[src/rtl/onehot_index_tracker_pkg.sv]
// Shared definitions for the one-hot detector family: default width, index type
// and the reference one-hot predicate.
package onehot_pkg;
   localparam int ONEHOT_DATA_WIDTH = 32;
   localparam int ONEHOT_IDX_WIDTH  = $clog2(ONEHOT_DATA_WIDTH);

   typedef logic [ONEHOT_IDX_WIDTH-1:0] idx_t;

   function automatic logic is_onehot(input logic [ONEHOT_DATA_WIDTH-1:0] d);
      logic [ONEHOT_DATA_WIDTH-1:0] dm1;
      dm1 = d - {{(ONEHOT_DATA_WIDTH-1){1'b0}}, 1'b1};
      return (d != {ONEHOT_DATA_WIDTH{1'b0}}) && ((d & dm1) == {ONEHOT_DATA_WIDTH{1'b0}});
   endfunction
endpackage

[src/rtl/onehot_index_tracker_if.sv]
// Sample/result bundle between the one-hot detector stage and the index tracker.
interface onehot_index_tracker_if #(
   parameter int DATA_WIDTH = 32,
   parameter int CNT_WIDTH  = 16
);
   localparam int IDX_WIDTH = $clog2(DATA_WIDTH);

   logic [DATA_WIDTH-1:0] din;
   logic                  onehot;
   logic                  din_valid;
   logic                  clear;
   logic                  out_valid;
   logic [IDX_WIDTH-1:0]  out_idx;
   logic                  out_onehot;
   logic                  out_changed;
   logic [CNT_WIDTH-1:0]  err_count;
   logic                  alarm;
   logic                  mismatch;

   modport master (
      output din, onehot, din_valid, clear,
      input  out_valid, out_idx, out_onehot, out_changed, err_count, alarm, mismatch
   );

   modport slave (
      input  din, onehot, din_valid, clear,
      output out_valid, out_idx, out_onehot, out_changed, err_count, alarm, mismatch
   );
endinterface

[src/rtl/onehot_index_tracker_idx_enc.sv]
// Combinational lowest-set-bit encoder with local one-hot verdict.
module onehot_idx_enc
   import onehot_pkg::*;
#(
   parameter int DATA_WIDTH = ONEHOT_DATA_WIDTH,
   parameter int IDX_WIDTH  = $clog2(DATA_WIDTH)
) (
   input  logic [DATA_WIDTH-1:0] din,
   output logic [IDX_WIDTH-1:0]  idx,
   output logic                  onehot_local
);
   logic [DATA_WIDTH-1:0] din_m1_s;

   assign din_m1_s     = din - {{(DATA_WIDTH-1){1'b0}}, 1'b1};
   assign onehot_local = (din != {DATA_WIDTH{1'b0}}) && ((din & din_m1_s) == {DATA_WIDTH{1'b0}});

   // Priority encode: scanning down from the MSB leaves the lowest set bit last.
   always_comb begin
      idx = {IDX_WIDTH{1'b0}};
      for (int i = DATA_WIDTH - 1; i >= 0; i--) begin
         if (din[i]) begin
            idx = IDX_WIDTH'(i);
         end else begin
            idx = idx;
         end
      end
   end
endmodule

[src/rtl/onehot_index_tracker.sv]
// Registers the encoded index of each valid sample, flags index changes and keeps
// saturating violation statistics with sticky alarm/mismatch flags.
module onehot_index_tracker
   import onehot_pkg::*;
#(
   parameter int DATA_WIDTH = ONEHOT_DATA_WIDTH,
   parameter int ERR_THRESH = 4,
   parameter int CNT_WIDTH  = 16
) (
   input logic                  clk,
   input logic                  resetn,
   onehot_index_tracker_if.slave bus
);
   localparam int IDX_WIDTH = $clog2(DATA_WIDTH);

   function automatic logic [CNT_WIDTH-1:0] sat_inc(input logic [CNT_WIDTH-1:0] v);
      if (&v) begin
         return v;
      end else begin
         return v + {{(CNT_WIDTH-1){1'b0}}, 1'b1};
      end
   endfunction

   logic [IDX_WIDTH-1:0] idx_s;
   logic                 onehot_local_s;

   logic                 out_valid_r,   out_valid_s;
   logic [IDX_WIDTH-1:0] out_idx_r,     out_idx_s;
   logic                 out_onehot_r,  out_onehot_s;
   logic                 out_changed_r, out_changed_s;
   logic [CNT_WIDTH-1:0] err_count_r,   err_count_s;
   logic                 alarm_r,       alarm_s;
   logic                 mismatch_r,    mismatch_s;
   logic [CNT_WIDTH-1:0] run_cnt_r,     run_cnt_s;
   logic [IDX_WIDTH-1:0] last_idx_r,    last_idx_s;
   logic                 last_vld_r,    last_vld_s;

   onehot_idx_enc #(
      .DATA_WIDTH (DATA_WIDTH),
      .IDX_WIDTH  (IDX_WIDTH)
   ) u_enc (
      .din          (bus.din),
      .idx          (idx_s),
      .onehot_local (onehot_local_s)
   );

   // Next-state: clear is applied first, then any same-cycle sample is folded in.
   always_comb begin
      out_valid_s   = 1'b0;
      out_idx_s     = out_idx_r;
      out_onehot_s  = out_onehot_r;
      out_changed_s = 1'b0;
      last_idx_s    = last_idx_r;
      if (bus.clear) begin
         err_count_s = {CNT_WIDTH{1'b0}};
         run_cnt_s   = {CNT_WIDTH{1'b0}};
         alarm_s     = 1'b0;
         mismatch_s  = 1'b0;
         last_vld_s  = 1'b0;
      end else begin
         err_count_s = err_count_r;
         run_cnt_s   = run_cnt_r;
         alarm_s     = alarm_r;
         mismatch_s  = mismatch_r;
         last_vld_s  = last_vld_r;
      end

      if (bus.din_valid) begin
         out_valid_s  = 1'b1;
         out_idx_s    = idx_s;
         out_onehot_s = onehot_local_s;
         if (onehot_local_s) begin
            out_changed_s = last_vld_s && (idx_s != last_idx_r);
            last_idx_s    = idx_s;
            last_vld_s    = 1'b1;
            run_cnt_s     = {CNT_WIDTH{1'b0}};
         end else begin
            run_cnt_s   = sat_inc(run_cnt_s);
            err_count_s = sat_inc(err_count_s);
         end
         alarm_s    = alarm_s | (run_cnt_s == CNT_WIDTH'(ERR_THRESH));
         mismatch_s = mismatch_s | (bus.onehot != onehot_local_s);
      end else begin
         out_valid_s = 1'b0;
      end
   end

   // State and output registers.
   always_ff @(posedge clk or negedge resetn) begin
      if (!resetn) begin
         out_valid_r   <= 1'b0;
         out_idx_r     <= {IDX_WIDTH{1'b0}};
         out_onehot_r  <= 1'b0;
         out_changed_r <= 1'b0;
         err_count_r   <= {CNT_WIDTH{1'b0}};
         alarm_r       <= 1'b0;
         mismatch_r    <= 1'b0;
         run_cnt_r     <= {CNT_WIDTH{1'b0}};
         last_idx_r    <= {IDX_WIDTH{1'b0}};
         last_vld_r    <= 1'b0;
      end else begin
         out_valid_r   <= out_valid_s;
         out_idx_r     <= out_idx_s;
         out_onehot_r  <= out_onehot_s;
         out_changed_r <= out_changed_s;
         err_count_r   <= err_count_s;
         alarm_r       <= alarm_s;
         mismatch_r    <= mismatch_s;
         run_cnt_r     <= run_cnt_s;
         last_idx_r    <= last_idx_s;
         last_vld_r    <= last_vld_s;
      end
   end

   assign bus.out_valid   = out_valid_r;
   assign bus.out_idx     = out_idx_r;
   assign bus.out_onehot  = out_onehot_r;
   assign bus.out_changed = out_changed_r;
   assign bus.err_count   = err_count_r;
   assign bus.alarm       = alarm_r;
   assign bus.mismatch    = mismatch_r;
endmodule

[src/flat_wrapper.sv]
// flat-port wrapper written by rule: the top's interface ports become plain ports
module onehot_index_tracker_flat import onehot_pkg::*;
#(
   parameter int DATA_WIDTH = ONEHOT_DATA_WIDTH,
   parameter int ERR_THRESH = 4,
   parameter int CNT_WIDTH  = 16
)
  (clk, resetn, bus_din, bus_onehot, bus_din_valid, bus_clear, bus_out_valid, bus_out_idx, bus_out_onehot, bus_out_changed, bus_err_count, bus_alarm, bus_mismatch);
  onehot_index_tracker_if #(.DATA_WIDTH(DATA_WIDTH), .CNT_WIDTH(CNT_WIDTH)) bus_i ();
  input logic clk;
  input logic resetn;
  input wire logic [$bits(bus_i.din)-1:0] bus_din;
  input wire logic [$bits(bus_i.onehot)-1:0] bus_onehot;
  input wire logic [$bits(bus_i.din_valid)-1:0] bus_din_valid;
  input wire logic [$bits(bus_i.clear)-1:0] bus_clear;
  output wire logic [$bits(bus_i.out_valid)-1:0] bus_out_valid;
  output wire logic [$bits(bus_i.out_idx)-1:0] bus_out_idx;
  output wire logic [$bits(bus_i.out_onehot)-1:0] bus_out_onehot;
  output wire logic [$bits(bus_i.out_changed)-1:0] bus_out_changed;
  output wire logic [$bits(bus_i.err_count)-1:0] bus_err_count;
  output wire logic [$bits(bus_i.alarm)-1:0] bus_alarm;
  output wire logic [$bits(bus_i.mismatch)-1:0] bus_mismatch;
  assign bus_i.din = bus_din;
  assign bus_i.onehot = bus_onehot;
  assign bus_i.din_valid = bus_din_valid;
  assign bus_i.clear = bus_clear;
  assign bus_out_valid = bus_i.out_valid;
  assign bus_out_idx = bus_i.out_idx;
  assign bus_out_onehot = bus_i.out_onehot;
  assign bus_out_changed = bus_i.out_changed;
  assign bus_err_count = bus_i.err_count;
  assign bus_alarm = bus_i.alarm;
  assign bus_mismatch = bus_i.mismatch;
  onehot_index_tracker #(.DATA_WIDTH(DATA_WIDTH), .ERR_THRESH(ERR_THRESH), .CNT_WIDTH(CNT_WIDTH)) u_core (.clk(clk), .resetn(resetn), .bus(bus_i));
endmodule
[config.mk]
export PLATFORM = sky130hd
export DESIGN_NAME = onehot_index_tracker_flat
export DESIGN_NICKNAME = d
export VERILOG_FILES = /design/src/rtl/onehot_index_tracker_pkg.sv /design/src/rtl/onehot_index_tracker_if.sv /design/src/rtl/onehot_index_tracker_idx_enc.sv /design/src/rtl/onehot_index_tracker.sv /design/src/flat_wrapper.sv
export SDC_FILE = /design/constraint.sdc
export NUM_CORES = 1
export LEC_CHECK = 0
export CORE_MARGIN = 10
export CORE_UTILIZATION = 52
export DETAILED_ROUTE_END_ITERATION = 6
export GPL_TIMING_DRIVEN = 1
export PLACE_DENSITY = 0.79
export SYNTH_ARGS = -nofsm -noshare
export SYNTH_HDL_FRONTEND = slang
export SYNTH_HIERARCHICAL = 1
export SYNTH_SLANG_ARGS = --single-unit
export TNS_END_PERCENT = 20
[constraint.sdc]
create_clock -name clk -period 7.1 [get_ports clk]
set_input_delay 1.065 -clock clk [delete_from_list [all_inputs] [get_ports clk]]
set_output_delay 1.065 -clock clk [all_outputs]
set_load 0.1 [all_outputs]
==> results.txt <==
status: finished clean
1st-pass router iterations: 5
clk_skew: 11.4 ps
hold_buf cts: 0
post-synthesis register bit count: 48
Ys Warns: 6
routed vias/inst: 6.24
Arrival @ worst endpoint: 5020 ps
Crit. path cell count: 14
Congestion Overflow GR: 0
Setup Buffers After CTS: 0
pwr dens: 143 nW/um^2
initial antenna violation count: 0
I/O pin cnt: 63
share of cells above drive strength 1: 0.102
reg2reg end: u_core/bus.alarm
Max-Cap Viols: 0
synth unique cells: 72
RePlAce Congestion: 0.876
first-pass GRT wire length: 15400 um
Clk pin slew, worst setup/hold paths: 90 ps
All-Layer GR Usage: 0.177
crit share post-route: 0.684
Final Max Tran Viols: 0
CP peak stage delay: 620 ps
EDFF count, synth: 0
minimum clock period: 4860 ps
post-route worst setup slack: 2240 ps
final WL: 9340 um
vias in the first global route: 3189
RSZ-0062 raised after global routing: no
Reg2Reg Setup Slack: 4420 ps
final instance area: 4300 sq um
slowest CP cell: a2111oi_0
H-Tree Depth: 2
fmax: 0.206 GHz
crit path capture: u_core/bus.alarm
Synth Instances: 400
CP Class: in2reg
FP Rows: 29
critical path peak fanout: 17
TNS Setup: 0 ps
area grow syn2layout: 23.0%
largest net degree at the start of global routing: 49
PortBufs: 62
Die Y: 102 um
CTS tree: done
Die ar.: 10400 sq um
post-synth net total: 439
CP Launch Type: input pin
number of fill cells: 534
# diodes: 0
via count: 3353
Die X: 102 um
Starting Density: 0.541
final hold viol count: 0
DRT antenna net count: 0
CP top delay family: simple AND/OR/NAND/NOR gates
VDD IR-drop max: 0.162 mV
Async SR Flop Fraction: 1.00
fin nets: 498
CP Capture Type: register
dpl cell area: 4180 sq um
clock sink count: 48
Leak: 1.66 nW
core area: 6460 sq um
Synth Area per Inst: 8.74 sq um
hold path startpoint: u_core/last_vld_r
hold_ws: 488 ps
Main synth FF type: dfrtp_1
TritonCTS Buffers: 5
Iter 0 DRT Violations: 198
setup violators final: 0
Worst Tran Pin Value: 990 ps
Root Driver: clkbuf_8
sequential share of the synthesized area: 0.343
post-CTS sizing: 0
r2r startpoint: u_core/run_cnt_r[0]
DRC viols: 0
worst reg2reg path depth: 10
pre-CTS WS: 1980 ps
clk buf depth: 2
Worst-Skew Late Latency: 300 ps
hold crit path type: reg2reg
Rel. slew slack: 0.338
DP Wirelength: 6880 um
wire per inst: 17.4 um
Worst EP required: 7260 ps
Mapped Area: 3500 sq um
crit-path cells: clkdlybuf4s50_1, nor4_4, nand3_1, maj3_2, a2111oi_0, nand4_1, nor3_2, buf_4, nand2b_1, nor4b_1, a21oi_1, a211oi_1, o2111ai_1, o32ai_2
CP bufs+invs: 2
Worst setup startpoint: bus_din[4]
metal layers:
metal	share of wire	track usage	routed length (um)
met4	0.0065	0.0325	61
met5	0	0	0
met2	0.47	0.281	4360
met1	0.47	0.245	4370
met3	0.059	0.0344	548
cell families after synthesis:
group | share of synthesized area
flops | 0.343
compound gates | 0.195
buf+inv | 0.0351
mux | 0.0472
fa+ha+maj | 0.0161
xor+xnor | 0.0626
simple gates | 0.301
per-stage QoR:
stage	util	power [mW]	cells
after floorplan	-	0.356	400
after CTS	0.666	0.621	537
final	0.666	0.617	537
after global placement	0.647	0.410	529
after global routing	0.666	0.644	537
after detailed placement	0.647	0.411	529
cells in the final DEF, fill, tap and decap left out, drive strengths merged, types with 13 or more instances in the layout:
cell | netlist | final
o21ai | 18 | 18
a21oi | 21 | 21
nand2 | 26 | 26
xnor2 | 15 | 15
clkdlybuf4s50 | 0 | 61
nor2b | 13 | 13
nor3 | 20 | 20
dfrtp | 48 | 48
nor2 | 46 | 46
nand3 | 18 | 18
inv | 17 | 17
Yosys cell counts (2+ instances only):
cell type  instances  area (sq um)
a22o_1             5          43.8
o21ai_0           17          85.1
nor2b_1           13          81.3
a21oi_1           19          95.1
o2111ai_1          3          26.3
xor2_1            10          87.6
o22ai_1            4          25.0
nor4_4             2          42.5
maj3_1             2          20.0
nand2b_1           7          43.8
a21o_1             2          15.0
or3_1              7          43.8
a2bb2oi_1          2          17.5
nand4b_1           4          35.0
nor3_1            18          90.1
nor2_1            46           173
nand3_1           18          90.1
mux2_2            12           135
ha_1               2          25.0
a211oi_1           4          30.0
inv_1             17          63.8
nand4_1            6          37.5
clkbuf_1           8          30.0
mux2i_1            3          30.0
nor4_1             8          50.1
nand4_2            2          25.0
buf_2              5          25.0
and4_1             4          35.0
or4_1              3          22.5
nand2_1           24          90.1
a41oi_1            2          17.5
and2_1             2          12.5
o31ai_1            8          60.1
dfrtp_1           48          1200
a222oi_1           2          20.0
o41ai_1            3          26.3
xnor2_1           15           131
nor3_2             2          20.0
a2111oi_0          2          17.5
a31oi_1            4          25.0
and4b_1            2          20.0
or4_4              2          22.5
a311oi_1           2          17.5
flip-flops by register name, summed over array words and instances (netlist names):
name	cells
u_core/bus.err_count	16
u_core/run_cnt_r	16
u_core/bus.out_idx	5
u_core/last_idx_r	5
u_core/bus.alarm	1
u_core/bus.mismatch	1
u_core/bus.out_changed	1
u_core/bus.out_onehot	1
u_core/bus.out_valid	1
u_core/last_vld_r	1
worst min-delay path by stage:
| stage | slack, ps | cells after the start | endpoint |
|---|---|---|---|
| 2_1_floorplan | 440 | 2 | u_core/last_vld_r |
| 3_3_place_gp | 460 | 2 | u_core/last_vld_r |
| 3_5_place_dp | 470 | 2 | u_core/last_vld_r |
| 4_1_cts | 490 | 2 | u_core/last_vld_r |
| 5_1_grt | 540 | 2 | u_core/last_vld_r |
| 6_report | 490 | 2 | u_core/last_vld_r |
tightest hold or removal path, delay by kind of cell, from the launching register on:
| family | cells | cell delay (ps) |
|---|---|---|
| simple gates | 2 | 120 |
| flops | 1 | 340 |
area by class of cell:
class | instances | area, sq um | share of cell area
flip-flops and latches | 48 | 1200 | 0.279
multi-input cells | 321 | 2170 | 0.505
inverters | 17 | 63.8 | 0.0148
clock buffers | 6 | 82.6 | 0.0192
clock inverters | 2 | 38.8 | 0.00902
repair buffers | 66 | 646 | 0.150
well taps | 77 | 96.3 | 0.0224
power by group:
part	internal (mW)	total (mW)	switching (mW)
Sequential	0.279	0.284	0.00498
Combinational	0.0431	0.123	0.0797
Clock	0.115	0.210	0.0952
Note: power is estimated with default switching activity, not from simulation.
